<file path="src/rtl/wb_pkg.sv">
// Shared types and constants for the writeback port arbiter.
// The port mux and scoreboard live in the top; the deferred result buffer is wb_fifo.
package wb_pkg;

  localparam int XLEN = 32;
  localparam int NREG = 32;

  typedef logic [4:0] reg_idx_t;

  // Pipeline writeback selector encodings, shared with the writeback stage
  localparam logic [1:0] WB_SEL_PC4 = 2'b00;
  localparam logic [1:0] WB_SEL_ALU = 2'b01;
  localparam logic [1:0] WB_SEL_MEM = 2'b10;

  typedef enum logic {
    SRC_PIPE = 1'b0,
    SRC_LSU  = 1'b1
  } wb_src_e;

endpackage

</file>
<file path="src/rtl/wb_fifo.sv">
// Synchronous FIFO holding deferred long-latency results ({rd, data}).
// Pointers wrap at DEPTH. A push into a full FIFO is legal only when a pop happens in the same cycle.
module wb_fifo #(
  parameter int WIDTH = 37,
  parameter int DEPTH = 2
) (
  input  logic             clk,
  input  logic             rst,
  input  logic             push,
  input  logic [WIDTH-1:0] push_data,
  input  logic             pop,
  output logic [WIDTH-1:0] head,
  output logic             full,
  output logic             empty
);

  localparam int AW = (DEPTH > 1) ? $clog2(DEPTH) : 1;
  localparam int CW = $clog2(DEPTH + 1);

  logic [WIDTH-1:0] mem [DEPTH];
  logic [AW-1:0]    wr_ptr;
  logic [AW-1:0]    rd_ptr;
  logic [CW-1:0]    count;

  function automatic logic [AW-1:0] ptr_inc(input logic [AW-1:0] p);
    return (p == AW'(DEPTH - 1)) ? '0 : p + 1'b1;
  endfunction

  assign head  = mem[rd_ptr];
  assign full  = (count == CW'(DEPTH));
  assign empty = (count == '0);

  always_ff @(posedge clk) begin
    if (push) mem[wr_ptr] <= push_data;
  end

  always_ff @(posedge clk) begin
    if (rst) begin
      wr_ptr <= '0;
      rd_ptr <= '0;
      count  <= '0;
    end else begin
      if (push) wr_ptr <= ptr_inc(wr_ptr);
      if (pop)  rd_ptr <= ptr_inc(rd_ptr);
      case ({push, pop})
        2'b10:   count <= count + 1'b1;
        2'b01:   count <= count - 1'b1;
        default: count <= count;
      endcase
    end
  end

endmodule

</file>
<file path="src/rtl/wb_port_arbiter.sv">
// Arbitrates the single register-file write port between pipeline writeback and
// long-latency results, and scoreboards outstanding long-latency destinations.
module wb_port_arbiter
  import wb_pkg::*;
#(
  parameter int XLEN      = wb_pkg::XLEN,
  parameter int NREG      = wb_pkg::NREG,
  parameter int BUF_DEPTH = 2
) (
  input  logic            clk,
  input  logic            rst,
  input  logic            pipe_valid,
  input  reg_idx_t        pipe_rd,
  input  logic [XLEN-1:0] pipe_data,
  input  logic            lsu_valid,
  input  reg_idx_t        lsu_rd,
  input  logic [XLEN-1:0] lsu_data,
  output logic            lsu_ready,
  input  logic            issue_valid,
  input  logic            issue_long,
  input  reg_idx_t        issue_rd,
  input  reg_idx_t        issue_rs1,
  input  reg_idx_t        issue_rs2,
  output logic            issue_stall,
  output logic            rf_we,
  output reg_idx_t        rf_waddr,
  output logic [XLEN-1:0] rf_wdata
);

  localparam int IW = $clog2(NREG);
  localparam int EW = XLEN + 5;

  logic            fifo_full;
  logic            fifo_empty;
  logic            fifo_push;
  logic            fifo_pop;
  logic [EW-1:0]   fifo_head;
  reg_idx_t        head_rd;
  logic [XLEN-1:0] head_data;
  logic            lsu_acc;

  logic            wr_valid;
  reg_idx_t        wr_rd;
  logic [XLEN-1:0] wr_data;
  wb_src_e         wr_src;
  wb_src_e         rf_src;

  logic [NREG-1:0] pending;
  logic            issue_set;

  assign {head_rd, head_data} = fifo_head;

  // Queued results drain only when the pipeline leaves the port idle; never bypassed.
  assign fifo_pop  = !pipe_valid && !fifo_empty;
  assign lsu_ready = !rst && (!fifo_full || fifo_pop);
  assign lsu_acc   = lsu_valid && lsu_ready;
  assign fifo_push = lsu_acc && (pipe_valid || !fifo_empty);

  wb_fifo #(
    .WIDTH (EW),
    .DEPTH (BUF_DEPTH)
  ) u_fifo (
    .clk       (clk),
    .rst       (rst),
    .push      (fifo_push),
    .push_data ({lsu_rd, lsu_data}),
    .pop       (fifo_pop),
    .head      (fifo_head),
    .full      (fifo_full),
    .empty     (fifo_empty)
  );

  always_comb begin
    wr_valid = 1'b0;
    wr_rd    = '0;
    wr_data  = '0;
    wr_src   = SRC_PIPE;
    if (pipe_valid) begin
      wr_valid = 1'b1;
      wr_rd    = pipe_rd;
      wr_data  = pipe_data;
    end else if (!fifo_empty) begin
      wr_valid = 1'b1;
      wr_rd    = head_rd;
      wr_data  = head_data;
      wr_src   = SRC_LSU;
    end else if (lsu_acc) begin
      wr_valid = 1'b1;
      wr_rd    = lsu_rd;
      wr_data  = lsu_data;
      wr_src   = SRC_LSU;
    end
  end

  // x0 writes are consumed here so they never reach the register file
  always_ff @(posedge clk) begin
    if (rst) begin
      rf_we    <= 1'b0;
      rf_waddr <= '0;
      rf_wdata <= '0;
      rf_src   <= SRC_PIPE;
    end else begin
      rf_we <= wr_valid && (wr_rd != '0);
      if (wr_valid && (wr_rd != '0)) begin
        rf_waddr <= wr_rd;
        rf_wdata <= wr_data;
        rf_src   <= wr_src;
      end
    end
  end

  function automatic logic is_pending(input logic [NREG-1:0] p, input reg_idx_t idx);
    return (idx != '0) && p[idx[IW-1:0]];
  endfunction

  assign issue_stall = !rst && issue_valid &&
                       (is_pending(pending, issue_rs1) ||
                        is_pending(pending, issue_rs2) ||
                        is_pending(pending, issue_rd));

  assign issue_set = issue_valid && issue_long && !issue_stall && (issue_rd != '0);

  // Clear is driven by the registered write, so a stall drops one cycle after rf_we
  always_ff @(posedge clk) begin
    if (rst) begin
      pending <= '0;
    end else begin
      if (rf_we && (rf_src == SRC_LSU)) pending[rf_waddr[IW-1:0]] <= 1'b0;
      if (issue_set) pending[issue_rd[IW-1:0]] <= 1'b1;
    end
  end

endmodule

</file>
<file path="config.mk">
export PLATFORM = sky130hd
export DESIGN_NAME = wb_port_arbiter
export DESIGN_NICKNAME = d
export VERILOG_FILES = /design/src/rtl/wb_pkg.sv /design/src/rtl/wb_fifo.sv /design/src/rtl/wb_port_arbiter.sv
export SDC_FILE = /design/constraint.sdc
export NUM_CORES = 1
export LEC_CHECK = 0
export CAP_MARGIN = 0
export CORE_UTILIZATION = 57
export DETAILED_ROUTE_END_ITERATION = 6
export GPL_TIMING_DRIVEN = 0
export HOLD_SLACK_MARGIN = 0.03
export PLACE_DENSITY = 0.91
export RECOVER_POWER = 25
export SYNTH_ARGS = -nofsm -noshare
export SYNTH_HDL_FRONTEND = slang
export SYNTH_SLANG_ARGS = --single-unit
</file>
<file path="constraint.sdc">
create_clock -name clk -period 9.6 [get_ports clk]
set_input_delay 1.92 -clock clk [delete_from_list [all_inputs] [get_ports clk]]
set_output_delay 1.92 -clock clk [all_outputs]
set_load 0.1 [all_outputs]
</file>
==> results.md <==
* CTS Root Cell: clkbuf_16
* Largest net degree at the start of global routing at 26
* Worst-Margin Slew at approximately 1.1 ns
* Hold path cells at 2
* PwrDens at around 210 nW/um2
* Number of global-route vias before repair at about 6700
* Place WS at roughly 2.2 ns
* Aggregate global-route resource usage at 0.351
* Post-detailed-route via-to-cell ratio at between 6 and 7
* Synth Instances at around 670
* Storage element area at roughly 3700 um2
* Async set-or-reset flop fraction in the synthesized netlist at 0
* Int Pwr at ~1300 uW
* Starting Density at 0.585
* Die footprint at between 10000 and 15000 um2
* Clock sink count at 150
* Total grt overflow at 0
* Net Sw Frac at 0.347
* Hold Buf Count CTS at 0
* Synth top cells by count: dfxtp_1, edfxtp_1, nand3_1, clkbuf_1, a21oi_1
* Predominant post-synthesis flop cell: dfxtp_1
* WP data arrival at 5.50 ns
* Worst Reg-to-Reg Cells at 8
* Crit path max fanout at 10
* Worst slew margin at 0.265
* Achievable frequency at approximately 0.13 GHz
* Reg2reg end: rf_wdata[11]
* Clock buffer depth at 2
* Final min period at around 7.4 ns
* Total Power at 1960 uW
* Switching power of the nets at 680 uW
* DIE HEIGHT at 116 um
* Routed length per instance at approximately 22 um
* Pleak at approximately 0.0033 uW
* Hold slack final at 0.475 ns
* CP endpoint kind: output pin
* Outcome: finished with violations
* Post-route ant nets at 0
* Filler cell count at ~800
* Combinational Power Share at 0.294
* # nets final at ~910
* Worst vdd ir at 0.000214 V
* Critical path startpoint category: input port
* IO buf count at around 130
* Worst Skew at about 0.015 ns
* HP Start: rf_wdata[30]
* Post-synth cell types at between 50 and 60
* # rows at 41
* CTS H-tree lvls at 4
* Finished Layout Cells at ~1000
* Post-CTS setup buffer count at 0
* Sequential fraction of the synthesis area at 0.507
* RSZ-0062 raised after global routing: false
* Clk slew on worst S/H paths at about 0.06 ns
* DR vias at approximately 6600
* TritonCTS Buffers at 17
* Fin. max-slew vios at 0
* Post-detail-place hpwl at 15900 um
* Final period util at 0.773
* Worst EP required at 7.68 ns
* DRC at 1
* Post-Syn Area at ~7400 um2
* CTS tree: built
* Worst skew pair latency at about 0.43 ns
* CTS-repair resized insts at 0
* Area of the multi-input gates at 3330 um2
* Area leader, netlist: edfxtp_1
* DR pass1 iterations at 7
* Setup violations, final at 0
* First-pass GRT wire length at 35300 um
* Register-to-register setup slack at between 6 and 7 ns
* Syn nets at approximately 770
* Crit Path Class: in -> out
* EDFF count, synth at 74
* Sequential power share at 0.379
* Ys Warns at 0
* Top Ports at 135
* Top cells by area, synth: edfxtp_1, dfxtp_1, mux2_2, mux4_2, a222oi_1
* Share of the synthesized area in the top cell type at 0.301
* Worst min path class: reg -> reg
* Most common cell in the netlist: dfxtp_1
* Core Region at between 10000 and 15000 um2
* DIE WIDTH at about 120 um
* Syn-to-layout area delta at 28.6%
* Final setup TNS at 0 ns
* DRT iter0 DRCs at around 940
* Layout cells sized above 1 at 0.140
* Failing checks: DRC
* Initial antenna violation count at 0
* Seq cells post-synth at 150
* Synthesized area per cell at about 11 um2
* Final WS setup at 2.18 ns
* Clock Power Share at 0.326
* Routability cong. at 0.967
* WL final at 22500 um
* Final Hold Vio Count at 0
* Worst hold path endpoint: rf_wdata[30]
* Max-cap viol count at 0
* Placed Cells incl. Taps at between 900 and 1000
## placed cells by master (no fill, tap or decap), types with 11 or more instances in the layout
| cell | synthesis | routed |
|---|---|---|
| nand3_1 | 53 | 53 |
| nor3b_1 | 11 | 11 |
| clkdlybuf4s50_1 | 0 | 94 |
| nand2_1 | 31 | 31 |
| clkbuf_16 | 0 | 17 |
| a21oi_1 | 39 | 39 |
| o211ai_1 | 17 | 17 |
| buf_2 | 16 | 16 |
| mux2i_1 | 21 | 21 |
| a21o_1 | 30 | 30 |
| mux4_2 | 14 | 14 |
| mux2_2 | 38 | 38 |
| dlygate4sd3_1 | 0 | 33 |
| a222oi_1 | 31 | 31 |
| o21ai_1 | 30 | 30 |
| nand4_1 | 33 | 33 |
| edfxtp_1 | 74 | 74 |
| clkbuf_1 | 42 | 43 |
| dfxtp_1 | 76 | 76 |
| nor2_1 | 14 | 12 |
## logic make-up after synthesis
| family | share of synthesized area |
|---|---|
| compound gates | 0.171 |
| xor+xnor | 0.00593 |
| fa+ha+maj | 0.00169 |
| buf+inv | 0.0444 |
| flops | 0.507 |
| mux | 0.129 |
| simple gates | 0.142 |
## power by group through the flow
stage | logic, uW | registers [uW] | clock network [uW]
2_1_floorplan | 251 | 898 | 0
3_3_place_gp | 542 | 755 | 0
3_5_place_dp | 562 | 756 | 0
4_1_cts | 572 | 743 | 637
5_1_grt | 602 | 748 | 663
6_report | 577 | 744 | 640
## critical path, stage by stage
cell and delay, ns:
clkdlybuf4s50_1 0.51, buf_2 0.32, mux2i_1 0.24, o22ai_1 0.09, nor4_1 0.93, nor3_1 0.13
o311a_1 0.38, clkdlybuf4s50_1 0.97
## routing by layer
layer / track usage / part of all wire / up-vias / wire length (um)
met2: 0.611 / 0.51 / 454 / 11300
met5: 0 / 0 / - / 0
li1: - / - / 2926 / -
met3: 0.0654 / 0.089 / 87 / 2010
met4: 0.180 / 0.041 / 0 / 915
met1: 0.413 / 0.36 / 3177 / 8190
## worst max-delay path by stage
stage / startpoint / end / slack [ns] / depth (start not counted)
3_3_place_gp: issue_rd[1] / issue_stall / 2.16 / 8
4_1_cts: issue_rd[1] / issue_stall / 2.19 / 8
3_5_place_dp: issue_rd[1] / issue_stall / 2.20 / 8
2_1_floorplan: pipe_valid / lsu_ready / 3.58 / 4
6_report: issue_rd[1] / issue_stall / 2.18 / 8
5_1_grt: issue_rd[1] / issue_stall / 1.96 / 8
## final cells by class
cell class,instances,area share
flip-flops and latches,150,0.394
well taps,172,0.0227
multi-input cells,445,0.351
clock inverters,13,0.0132
diodes,1,0.000263
clock buffers,19,0.0466
plain buffers,68,0.0321
repair buffers,129,0.138
inverters,6,0.00237
## flip-flops by register name (all words and copies together) (netlist names), named ones only
register	flops
u_fifo.mem	74
rf_wdata	32
rf_src	1
u_fifo.wr_ptr	1
u_fifo.count	2
u_fifo.rd_ptr	1
rf_waddr	5
pending	32
rf_we	1
## metrics by stage
| step | area (um2) | utilization |
|---|---|---|
| 6_report | 9500 | 0.753 |
| 5_1_grt | 9500 | 0.753 |
| 4_1_cts | 9500 | 0.753 |
| 3_5_place_dp | 8930 | 0.708 |
| 3_3_place_gp | 8870 | 0.703 |
| 2_1_floorplan | 7390 | - |
Power figures use the tool's default switching activity.
